==> src/rtl/mux8_rr_arbiter_pkg.sv <==
// Shared types, sizing constants and helpers for the 8-way round-robin mux arbiter.
package mux8_arb_pkg;

  localparam int N_REQ = 8;
  localparam int SEL_W = 3;

  typedef enum logic {IDLE, GRANT} state_t;

  function automatic logic [N_REQ-1:0] onehot_from_idx(input logic [SEL_W-1:0] idx);
    logic [N_REQ-1:0] oh;
    oh      = '0;
    oh[idx] = 1'b1;
    return oh;
  endfunction

endpackage

==> src/rtl/mux8_rr_arbiter_if.sv <==
// Request/grant and downstream valid/ready bundle between the requesters and the arbiter.
interface mux8_rr_arbiter_if;
  import mux8_arb_pkg::*;

  logic [N_REQ-1:0] req;
  logic [N_REQ-1:0] last;
  logic             out_ready;
  logic [SEL_W-1:0] sel;
  logic [N_REQ-1:0] gnt;
  logic             out_valid;
  logic             busy;

  modport master (
    output req, last, out_ready,
    input  sel, gnt, out_valid, busy
  );

  modport slave (
    input  req, last, out_ready,
    output sel, gnt, out_valid, busy
  );

endinterface

==> src/rtl/mux8_rr_arbiter_rr_pick8.sv <==
// Rotating priority encoder: first set req bit strictly after ptr, wrapping back to ptr itself.
module rr_pick8
  import mux8_arb_pkg::*;
(
  input  logic [N_REQ-1:0] req,
  input  logic [SEL_W-1:0] ptr,
  output logic [SEL_W-1:0] idx,
  output logic             any
);

  logic [SEL_W-1:0] cand;

  always_comb begin
    // NOTE: every signal written here gets a default first, so no latch can be inferred.
    idx  = '0;
    any  = 1'b0;
    cand = '0;
    for (int i = 1; i <= N_REQ; i++) begin
      cand = ptr + SEL_W'(i);
      if (!any && req[cand]) begin
        idx = cand;
        any = 1'b1;
      end
    end
  end

endmodule

==> src/rtl/mux8_rr_arbiter.sv <==
// Round-robin burst arbiter driving the select of an 8:1 x 8-bit mux, with a valid/ready output.
module mux8_rr_arbiter
  import mux8_arb_pkg::*;
#(
  parameter int MAX_BURST = 4
) (
  input logic              clk,
  input logic              rst_n,
  mux8_rr_arbiter_if.slave bus
);

  localparam int CNT_W = 4;

  state_t           state_q, state_d;
  logic [SEL_W-1:0] sel_q, sel_d;
  logic [SEL_W-1:0] rr_ptr_q, rr_ptr_d;
  logic [N_REQ-1:0] gnt_q, gnt_d;
  logic             busy_q, busy_d;
  logic [CNT_W-1:0] beat_cnt_q, beat_cnt_d;

  logic [SEL_W-1:0] pick_ptr, pick_idx;
  logic             pick_any;
  logic             req_sel, valid, beat, burst_end, rel_now;

  assign req_sel   = bus.req[sel_q];
  assign valid     = busy_q & req_sel;
  assign beat      = valid & bus.out_ready;
  assign burst_end = bus.last[sel_q] | (beat_cnt_q == CNT_W'(MAX_BURST - 1));
  assign rel_now   = (beat & burst_end) | ~req_sel;

  // While granted, searching from sel gives the post-release pointer one cycle early.
  assign pick_ptr = (state_q == GRANT) ? sel_q : rr_ptr_q;

  rr_pick8 u_pick (
    .req (bus.req),
    .ptr (pick_ptr),
    .idx (pick_idx),
    .any (pick_any)
  );

  always_comb begin
    state_d    = state_q;
    sel_d      = sel_q;
    gnt_d      = gnt_q;
    busy_d     = busy_q;
    beat_cnt_d = beat_cnt_q;
    rr_ptr_d   = rr_ptr_q;
    case (state_q)
      IDLE: begin
        if (pick_any) begin
          state_d    = GRANT;
          sel_d      = pick_idx;
          gnt_d      = onehot_from_idx(pick_idx);
          busy_d     = 1'b1;
          beat_cnt_d = '0;
        end
      end
      GRANT: begin
        if (beat) beat_cnt_d = beat_cnt_q + 1'b1;
        if (rel_now) begin
          rr_ptr_d   = sel_q;
          beat_cnt_d = '0;
          if (pick_any) begin
            sel_d = pick_idx;
            gnt_d = onehot_from_idx(pick_idx);
          end else begin
            state_d = IDLE;
            gnt_d   = '0;
            busy_d  = 1'b0;
          end
        end
      end
      default: state_d = IDLE;
    endcase
  end

  always_ff @(posedge clk) begin
    // NOTE: non-blocking assignments so every flop samples the pre-edge values together.
    if (!rst_n) begin
      state_q    <= IDLE;
      sel_q      <= '0;
      gnt_q      <= '0;
      busy_q     <= 1'b0;
      beat_cnt_q <= '0;
      rr_ptr_q   <= SEL_W'(N_REQ - 1);
    end else begin
      state_q    <= state_d;
      sel_q      <= sel_d;
      gnt_q      <= gnt_d;
      busy_q     <= busy_d;
      beat_cnt_q <= beat_cnt_d;
      rr_ptr_q   <= rr_ptr_d;
    end
  end

  assign bus.sel       = sel_q;
  assign bus.gnt       = gnt_q;
  assign bus.busy      = busy_q;
  assign bus.out_valid = valid;

endmodule

==> src/flat_wrapper.sv <==
// flat-port wrapper written by rule: the top's interface ports become plain ports
module mux8_rr_arbiter_flat import mux8_arb_pkg::*;
#(
  parameter int MAX_BURST = 4
)
  (clk, rst_n, bus_req, bus_last, bus_out_ready, bus_sel, bus_gnt, bus_out_valid, bus_busy);
  mux8_rr_arbiter_if bus_i ();
  input logic clk;
  input logic rst_n;
  input wire logic [$bits(bus_i.req)-1:0] bus_req;
  input wire logic [$bits(bus_i.last)-1:0] bus_last;
  input wire logic [$bits(bus_i.out_ready)-1:0] bus_out_ready;
  output wire logic [$bits(bus_i.sel)-1:0] bus_sel;
  output wire logic [$bits(bus_i.gnt)-1:0] bus_gnt;
  output wire logic [$bits(bus_i.out_valid)-1:0] bus_out_valid;
  output wire logic [$bits(bus_i.busy)-1:0] bus_busy;
  assign bus_i.req = bus_req;
  assign bus_i.last = bus_last;
  assign bus_i.out_ready = bus_out_ready;
  assign bus_sel = bus_i.sel;
  assign bus_gnt = bus_i.gnt;
  assign bus_out_valid = bus_i.out_valid;
  assign bus_busy = bus_i.busy;
  mux8_rr_arbiter #(.MAX_BURST(MAX_BURST)) u_core (.clk(clk), .rst_n(rst_n), .bus(bus_i));
endmodule
==> config.mk <==
export PLATFORM = sky130hd
export DESIGN_NAME = mux8_rr_arbiter_flat
export DESIGN_NICKNAME = d
export VERILOG_FILES = /design/src/rtl/mux8_rr_arbiter_pkg.sv /design/src/rtl/mux8_rr_arbiter_if.sv /design/src/rtl/mux8_rr_arbiter_rr_pick8.sv /design/src/rtl/mux8_rr_arbiter.sv /design/src/flat_wrapper.sv
export SDC_FILE = /design/constraint.sdc
export NUM_CORES = 1
export LEC_CHECK = 0
export CAP_MARGIN = 20
export CORE_ASPECT_RATIO = 2
export CORE_MARGIN = 5
export CORE_UTILIZATION = 58
export DETAILED_ROUTE_END_ITERATION = 8
export PLACE_DENSITY_LB_ADDON = 0.08
export SYNTH_ARGS = -nofsm -noshare
export SYNTH_HDL_FRONTEND = slang
export SYNTH_SLANG_ARGS = --single-unit
==> constraint.sdc <==
create_clock -name clk -period 5.4 [get_ports clk]
set_input_delay 1.08 -clock clk [delete_from_list [all_inputs] [get_ports clk]]
set_output_delay 1.08 -clock clk [all_outputs]
set_load 0.1 [all_outputs]
======== Word level (Yosys, flattened, before mapping) ========
Index checks and enable logic that the tools add are counted.
word-level totals
  bits in writable memories ............... 0
  bits in read-only memories .............. 0
  bits in registers ....................... 20
  logic and storage cells ................. 113
  bits in latches ......................... 0
  output and inout bits ................... 13
  memories ................................ 0
cells by class
  shift-type cells ........................ 0
  order comparisons ....................... 11
  reduce and logical (&&, ||, !) cells .... 19
  $mul .................................... 0
  bitwise gates (word level) .............. 7
  eq/ne operators ......................... 5
  add/sub/neg operators ................... 8
  div/mod/pow operators ................... 0
  muxes and demuxes ....................... 57
operators by type and width
  cell                                                                count
  < comparator 3 x 4 -> 1 bit (second input constant)                 10
  two-way mux 3 bit                                                   11
  binary-select mux 1 bit (select 3 bit)                              10
  two-way mux 1 bit                                                   24
  two-way mux 8 bit                                                   3
  one-hot mux 8 bit (2 select lines)                                  1
  adder 3 bit (second input constant)                                 4
  two-way mux 4 bit                                                   3
  logical AND 1 bit                                                   8
  one-hot mux 4 bit (2 select lines)                                  1
  zero test 1 bit                                                     7
  adder 3 x 2 -> 3 bit (second input constant)                        2
  one-hot mux 3 bit (2 select lines)                                  1
  AND reduction 2 bit                                                 3
  adder 4 x 1 -> 4 bit (second input constant)                        1
  equality test 4 x 2 -> 1 bit (second input constant)                1
  != test 2 bit (second input constant)                               2
  one-hot mux 1 bit (2 select lines)                                  2
  adder 3 x 1 -> 3 bit (second input constant)                        1
  AND 1 bit                                                           3
  demux 1 bit (select 3 bit)                                          1
  greater-or-equal comparator 3 x 1 -> 1 bit (second input constant)  1
  != test 3 bit (second input constant)                               1
  AND reduction 3 bit                                                 1
  3 further kinds                                                     5

======== Depth between registers and ports, before layout ========
Gate-level depths: netlist of the first run.
  word-level depth ........................ 33
  mapped depth ............................ 14
  gate-level depth less buffers ........... 10

======== Cells and area by module ========
From an unflattened synthesis of the first run, not the netlist that was laid out.
second synthesis, totals
  cell total of the unflattened synthesis .. 214
  area total of the unflattened synthesis .. 1886.8 sq um
by module, submodules not included
  module           area each (sq um)  instances  cells each
  mux8_rr_arbiter  1101.1             1          121
  rr_pick8         785.8              1          93

======== Least setup slack after synthesis of the first run ========
OpenSTA, ideal clock, no wires.
  path kind ............................... register to register
  from .................................... reg u_core.sel_q[1], in the netlist u_core.bus.sel[1]
  to ...................................... reg u_core.gnt_q[1], in the netlist u_core.bus.gnt[1]
  setup time .............................. 118 ps
  required time ........................... 5282 ps
  slack ................................... 1154 ps
  buffers on the path ..................... 2
  stages on the path, launching flop included .. 12
  clock period less this slack ............ 4246 ps
  arrival time ............................ 4129 ps
  cells stage by stage .................... dfxtp_1 > mux2i_1 > clkbuf_1 > ha_1 > buf_1 > clkinv_1 > mux4_2 > nor3b_1 > a311oi_1 > a31oi_1 > nor2b_1 > a22o_1
between the ends
  longest elaborated chain between the ends .. 33
  elaborated cells between the ends (all ways) .. 76
  those cells by class .................... add/sub (7); order compare (2); eq/ne (2); mux (43); bitwise (6); reduce/logical (16)
ends and longest elaborated chain
  what                                                                                                                    RTL line                        text
  start: declaration                                                                                                      mux8_rr_arbiter.sv:15           logic [SEL_W-1:0] sel_q, sel_d;
  start signal: assignment                                                                                                mux8_rr_arbiter.sv:88           sel_q <= sel_d;
  two-way mux 3 bit                                                                                                       mux8_rr_arbiter.sv:32           assign pick_ptr = (state_q == GRANT) ? sel_q : rr_ptr_q;
  adder 3 x 1 -> 3 bit                                                                                                    mux8_rr_arbiter_rr_pick8.sv:19  cand = ptr + SEL_W'(i);
  binary-select mux 1 bit (select 3 bit)                                                                                  mux8_rr_arbiter_rr_pick8.sv:20  if (!any && req[cand]) begin
  two-way mux 1 bit (implied by the code)                                                                                 mux8_rr_arbiter_rr_pick8.sv:20
  two-way mux 1 bit                                                                                                       mux8_rr_arbiter_rr_pick8.sv:20
  zero test 1 bit                                                                                                         mux8_rr_arbiter_rr_pick8.sv:20
  logical AND 1 bit                                                                                                       mux8_rr_arbiter_rr_pick8.sv:20
  two-way mux 1 bit                                                                                                       mux8_rr_arbiter_rr_pick8.sv:20
  [... 17 more ...]                                                                                                       --
  two-way mux 3 bit                                                                                                       mux8_rr_arbiter_rr_pick8.sv:20
  < comparator 3 x 4 -> 1 bit (implied by the code) / greater-or-equal comparator 3 x 1 -> 1 bit (equally long branches)  mux8_rr_arbiter_pkg.sv:12       oh[idx] = 1'b1;
  logical AND 1 bit (implied by the code)                                                                                 mux8_rr_arbiter_pkg.sv:12
  two-way mux 1 bit (implied by the code)                                                                                 mux8_rr_arbiter_pkg.sv:12
  demux 1 bit (select 3 bit)                                                                                              --
  two-way mux 8 bit                                                                                                       mux8_rr_arbiter.sv:63           if (pick_any) begin
  two-way mux 8 bit                                                                                                       mux8_rr_arbiter.sv:60           if (rel_now) begin
  one-hot mux 8 bit (2 select lines)                                                                                      mux8_rr_arbiter.sv:48           case (state_q)
  end signal: assignment                                                                                                  mux8_rr_arbiter.sv:89           gnt_q <= gnt_d;
  end: declaration                                                                                                        mux8_rr_arbiter.sv:17           logic [N_REQ-1:0] gnt_q, gnt_d;
Several ways; a longest one is shown, not always the timed one. The select of a mux whose other input is x is not followed.
A chain may end at the register's enable or synchronous reset.

======== Worst setup path after layout of the first run ========
  from .................................... reg u_core.state_q
  to ...................................... reg u_core.gnt_q[5], in the netlist u_core.bus.gnt[5]
between the ends
  longest elaborated chain between the ends .. 33
  elaborated cells between the ends (all ways) .. 67
  those cells by class .................... add/sub (7); order compare (2); eq/ne (2); mux (39); bitwise (1); reduce/logical (16)
ends and longest elaborated chain
  what                                                                                                                    RTL line                        text
  start: declaration                                                                                                      mux8_rr_arbiter.sv:14           state_t state_q, state_d;
  start signal: assignment                                                                                                mux8_rr_arbiter.sv:87           state_q <= state_d;
  two-way mux 3 bit                                                                                                       mux8_rr_arbiter.sv:32
  adder 3 x 1 -> 3 bit                                                                                                    mux8_rr_arbiter_rr_pick8.sv:19
  binary-select mux 1 bit (select 3 bit)                                                                                  mux8_rr_arbiter_rr_pick8.sv:20
  two-way mux 1 bit (implied by the code)                                                                                 mux8_rr_arbiter_rr_pick8.sv:20
  two-way mux 1 bit                                                                                                       mux8_rr_arbiter_rr_pick8.sv:20
  zero test 1 bit                                                                                                         mux8_rr_arbiter_rr_pick8.sv:20
  logical AND 1 bit                                                                                                       mux8_rr_arbiter_rr_pick8.sv:20
  two-way mux 1 bit                                                                                                       mux8_rr_arbiter_rr_pick8.sv:20
  [... 17 more ...]                                                                                                       --
  two-way mux 3 bit                                                                                                       mux8_rr_arbiter_rr_pick8.sv:20
  < comparator 3 x 4 -> 1 bit (implied by the code) / greater-or-equal comparator 3 x 1 -> 1 bit (equally long branches)  mux8_rr_arbiter_pkg.sv:12
  logical AND 1 bit (implied by the code)                                                                                 mux8_rr_arbiter_pkg.sv:12
  two-way mux 1 bit (implied by the code)                                                                                 mux8_rr_arbiter_pkg.sv:12
  demux 1 bit (select 3 bit)                                                                                              --
  two-way mux 8 bit                                                                                                       mux8_rr_arbiter.sv:63
  two-way mux 8 bit                                                                                                       mux8_rr_arbiter.sv:60
  one-hot mux 8 bit (2 select lines)                                                                                      mux8_rr_arbiter.sv:48
Several ways; a longest one is shown, not always the timed one. The select of a mux whose other input is x is not followed.

==> results of run 1 <==
## critical path: stages (launching register included)
cell and delay (ns):
dfxtp_1 0.65, mux2i_4 0.60, inv_4 0.20, ha_1 0.24, xnor2_1 0.56, mux4_2 0.40
nand2b_1 0.17, a2111oi_0 0.47, a31o_1 0.36, nor2_1 0.09, a22o_1 0.20
## where the power goes
group / leakage, nW / switching, mW / internal, mW
Sequential: 0.164 / 0.0478 / 0.193
Combinational: 0.703 / 0.783 / 0.438
Clock: 0.0288 / 0.0485 / 0.0649
Total: 0.895 / 0.880 / 0.696
## layout by cell type (no fill, tap or decap), types with 4 or more instances in the layout
cell,count
nand2_1,21
mux2_2,7
inv_1,4
dfxtp_1,20
nor2b_1,4
and2_1,4
clkbuf_8,4
o211ai_1,5
a21oi_1,4
nor2_1,23
nor3_1,4
clkdlybuf4s50_1,30
mux2i_1,14
mux4_2,15
## how the worst max path moves through the flow
stage | startpoint | to | slack, ns | cells past startpoint
global placement | bus_req[0] | bus_out_valid | 1.59 | 5
detailed placement | u_core.state_q | u_core.bus.gnt[0] | 1.44 | 10
floorplan | u_core.bus.sel[1] | u_core.bus.gnt[1] | 1.15 | 11
global route | u_core.state_q | u_core.bus.gnt[5] | 0.91 | 10
finish | u_core.state_q | u_core.bus.gnt[5] | 1.35 | 10
CTS | u_core.state_q | u_core.bus.gnt[0] | 1.41 | 10
## cell type report
cell class	count	area, um^2	share of cell area
tap	32	40.04	0.01737
inverter	7	28.78	0.01249
timing repair buffer	32	315.3	0.1368
clock buffer	4	55.05	0.02389
multi-input combinational	168	1465	0.6357
sequential	20	400.4	0.1737
## stage by stage
step / utilization / worst slack [ns] / cell area [um^2]
after detailed placement: 0.6734 / 1.440 / 2250
after global placement: 0.6734 / 1.586 / 2250
after global routing: 0.6899 / 0.9088 / 2305
after CTS: 0.6899 / 1.413 / 2305
final: 0.6899 / 1.354 / 2305
after floorplan: - / 1.154 / 1971
## cell families (layout without fill, tap and decap cells)
group | count (synthesis) | count (layout)
AND/OR/NAND/NOR | 77 | 77
buffers and inverters | 16 | 43
AO/OA/AOI/OAI | 41 | 41
adder cells (fa/ha/maj) | 3 | 3
XOR/XNOR | 5 | 5
flip-flops | 20 | 20
multiplexers | 42 | 42
## flip-flops by register name, indices dropped and copies added, names as in the netlist
signal	flops
u_core.beat_cnt_q	4
u_core.bus.sel	3
u_core.rr_ptr_q	3
u_core.state_q	1
u_core.bus.busy	1
u_core.bus.gnt	8
## routing by layer
layer  vias up  share of wire  global-route usage
li1        837              -                   -
met1       874           0.36              0.2464
met2        62           0.57              0.4612
met3        19          0.040             0.02415
met4         0          0.033              0.1182
met5         -              0                   0
==> results.json, run 1 <==
{
  "yosys.area_share.adder": 0.01905,
  "synth_top_family_by_area": "multiplexers",
  "route.detailed.drc": 0,
  "antenna_found_initial": 0,
  "post_cts_buffers": 0,
  "avgSynthCellArea_um2": 9.660,
  "fin_cells": 263,
  "synth-compound-area-share": 0.1708,
  "cts_htree_levels": 1,
  "ys_types": 59,
  "seq_area_frac_synth": 0.2032,
  "p_leak_nw": 0.8954,
  "syn-cell-area_mm2": 0.001971,
  "critPathArrivalTime_ns": 4.20,
  "initial_core_util": 0.5899,
  "maxSlewHeadroom": 0.3495,
  "wire_per_inst_um": 20.00,
  "min_period_ns": 4.046,
  "dp.cells": 259,
  "r2r_start": "u_core.state_q",
  "finalSetupViolations": 0,
  "cts_tree": "built",
  "die_h_um": 92.43,
  "finClkSkew_ns": 0.004845,
  "die_w_um": 51.22,
  "clk_path_buf_depth": 2,
  "fin_nets": 254,
  "holdBufCountCts": 0,
  "final.setup.tns_ns": 0,
  "rows": 30,
  "fmax_mhz": 247.2,
  "ys_top_cells_by_area": "dfxtp_1, mux4_2, mux2i_1, nor2_1, mux2_2",
  "synth_edf_count": 0,
  "grt_overflow": 0,
  "synth_common_cells": "nor2_1, nand2_1, dfxtp_1, mux4_2, mux2i_1",
  "synth_seq_cells": 20,
  "synthArstFlopShare": 0,
  "track_usage": 0.2410,
  "powerDensity_mw_per_mm2": 683.6,
  "start_kind": "flip-flop",
  "tightestPinTransition_ns": 0.9728,
  "peakVddDrop_uv": 507.7,
  "coreArea_mm2": 0.003341,
  "grt_pass1_vias": 1795,
  "end_kind": "flip-flop",
  "num_antenna_cells": 0,
  "finalHoldViolations": 0,
  "p_total_mw": 1.575,
  "fin_crit_sh": 0.7492,
  "wl_um": 5261,
  "synthCells": 204,
  "place_congestion": 1.171,
  "dp_hpwl_um": 4178,
  "path_class": "flip-flop to flip-flop",
  "cts.sinks": 20,
  "cts_buffers": 3,
  "yosys_most_used_dff": "dfxtp_1",
  "ctsResizeCount": 0,
  "hp-start": "u_core.bus.gnt[6]",
  "rsz0062_at_grt": "false",
  "vias": 1792,
  "firstDrtPassIters": 4,
  "hold-path-endpoint": "u_core.bus.gnt[6]",
  "vias_per_cell": 6.814,
  "grt_pass1_wl_um": 8763,
  "grt_max_degree": 16,
  "fp.dieArea_mm2": 0.004734,
  "min_path_type": "flip-flop to flip-flop",
  "drt-initial-drc-count": 54,
  "cp_max_fo": 15,
  "io_buffers": 31,
  "muxShareOfSynthArea": 0.3390,
  "timing.hold.ws_ns": 0.4516,
  "clk_pin_slew_worst_paths_ns": 0.07,
  "synth_top_area_frac": 0.2032,
  "clkLatencyLatePin_ns": 0.26,
  "drive_gt1_frac": 0.1818,
  "yosys.area.top_type": "dfxtp_1",
  "synth_xor_area_frac": 0.02222,
  "synth_warnings": 0,
  "io_pins": 32,
  "maxCapViolCount": 0,
  "hold_depth": 1,
  "slew_viol_final": 0,
  "worst-r2r-cell-count": 10,
  "cp.required_ns": 5.55,
  "run_status": "finished, final reports clean",
  "syn_nets": 226,
  "r2r_slack_ns": 1.35,
  "yosysMostFrequentCell": "nor2_1",
  "synth-simple-area-share": 0.1924,
  "areaGrowthSynthToFinish_pct": 16.95,
  "worst_r2r_endpoint": "u_core.bus.gnt[5]",
  "fillers": 271,
  "cts-root-buf": "clkbuf_8",
  "drtAntennaViolNets": 0
}
Note: power is estimated with default switching activity, not from simulation.
==> run 2: changes to the inputs <==
CORE_UTILIZATION = 54   (was 58)
clock period = 4.1 ns   (was 5.4 ns; I/O delays follow)
==> run 2 against run 1 <==
Against the previous run: die area up 6.3%; clock skew down 0.0020 ns; wire length down 0.42%; sequential share of layout area down 0.33 points; global-route usage down 0.64 points; critical path depth unchanged; critical path type unchanged; largest power group unchanged.
==> results.json, run 2 (same netlist as run 1, synthesis figures left out) <==
{
  "run_status": "finished, final reports clean",
  "wl_um": 5239,
  "cts-root-buf": "clkbuf_8",
  "maxCapViolCount": 0,
  "vias_per_cell": 6.227,
  "grt_pass1_vias": 1850,
  "path_cells": "mux2i_2, clkinv_1, ha_1, xnor2_1, mux4_2, nor3b_1, a311oi_1, a31oi_1, nor2b_1, a22o_1",
  "firstDrtPassIters": 4,
  "drtAntennaViolNets": 0,
  "vias": 1756,
  "wire_per_inst_um": 18.58,
  "min_path_type": "flip-flop to flip-flop",
  "areaGrowthSynthToFinish_pct": 19.94,
  "end_kind": "flip-flop",
  "final.setup.tns_ns": 0,
  "clkLatencyLatePin_ns": 0.27,
  "rows": 31,
  "holdBufCountCts": 0,
  "cts_htree_levels": 1,
  "largest_reg_flops": 8,
  "finalSetupViolations": 0,
  "dp_hpwl_um": 4308,
  "p_total_mw": 2.129,
  "path_class": "flip-flop to flip-flop",
  "cts_buffers": 3,
  "cts.sinks": 20,
  "post_cts_buffers": 0,
  "grt_max_degree": 16,
  "initial_core_util": 0.5522,
  "start_kind": "flip-flop",
  "fin_nets": 256,
  "ctsResizeCount": 0,
  "maxSlewHeadroom": 0.3490,
  "slowest_delay_ns": 0.66,
  "peakVddDrop_uv": 488.6,
  "finClkSkew_ns": 0.002827,
  "crit_buf_inv": 1,
  "tightestPinTransition_ns": 0.9734,
  "die_w_um": 52.72,
  "grt_overflow": 0,
  "cp_top_family": "multiplexers",
  "clk_path_buf_depth": 2,
  "critPathSlowestCell": "dfxtp_1",
  "antenna_found_initial": 0,
  "cts_tree": "built",
  "mostFrequentLayoutCells": "clkdlybuf4s50_1, nor2_1, nand2_1",
  "rsz0062_at_grt": "false",
  "min_period_ns": 3.824,
  "track_usage": 0.2346,
  "fp.dieArea_mm2": 0.005031,
  "die_h_um": 95.43,
  "clk_pin_slew_worst_paths_ns": 0.08,
  "drive_gt1_frac": 0.2017,
  "fmax_mhz": 261.5,
  "cp.required_ns": 4.27,
  "drt-initial-drc-count": 29,
  "io_pins": 32,
  "slew_viol_final": 0,
  "place_congestion": 0.9552,
  "num_antenna_cells": 0,
  "p_leak_nw": 0.9120,
  "grt_pass1_wl_um": 8783,
  "cp_max_fo": 9,
  "finalHoldViolations": 0,
  "coreArea_mm2": 0.003568,
  "powerDensity_mw_per_mm2": 900.6,
  "fin_crit_sh": 0.9327,
  "critPathArrivalTime_ns": 3.99,
  "layout_commonest_cell": "clkdlybuf4s50_1",
  "io_buffers": 31,
  "route.detailed.drc": 0
}
## run 2: cell types whose count changed in the layout (fill, tap and decap cells not counted)
cell,before,now
buf_4,2,4
dfxtp_1,20,18
dfxtp_2,0,2
bufinv_16,0,1
clkbuf_8,4,3
mux2i_1,14,13
mux2i_2,1,2
## run 2: worst paths after layout
check                                  startpoint                 to  slack, ns  cells after the start
worst min register to register  u_core.bus.gnt[4]  u_core.bus.gnt[4]       0.47                      1
worst max-delay path               u_core.state_q  u_core.bus.gnt[1]       0.28                     10
worst min-delay path            u_core.bus.gnt[4]  u_core.bus.gnt[4]       0.47                      1
worst max register to register     u_core.state_q  u_core.bus.gnt[1]       0.28                     10
## run 2: metal layers
metal	vias to the layer above	part of all wire	global-route usage
met5	-	0	0
met1	835	0.34	0.2265
met2	63	0.59	0.4606
met4	0	0.043	0.1258
met3	15	0.030	0.01721
li1	843	-	-
## run 2: final cells by class
type	count	area, um^2
clock buffer	3	41.29
clock inverter	1	30.03
fill	300	1205
inverter	7	28.78
multi-input combinational	168	1469
sequential	20	402.9
tap	49	61.31
timing repair buffer	34	330.3
## run 2: power by group
part / total (mW) / switching [mW] / internal, mW
logic: 1.61 / 1.02 / 0.590
registers: 0.319 / 0.0631 / 0.256
clock network: 0.201 / 0.0704 / 0.131
total: 2.13 / 1.15 / 0.977
## run 2: per-stage QoR
step | cell area, um^2 | worst slack, ns | utilization | std cells | hold WS, ns
floorplan | 1973 | 0.2772 | - | 204 | 0.4429
global placement | 2288 | 0.2922 | 0.6413 | 278 | 0.4406
detailed placement | 2288 | 0.1611 | 0.6413 | 278 | 0.4560
CTS | 2360 | 0.1758 | 0.6613 | 282 | 0.4751
global route | 2364 | 0.02021 | 0.6623 | 282 | 0.4905
finish | 2364 | 0.2761 | 0.6623 | 282 | 0.4680
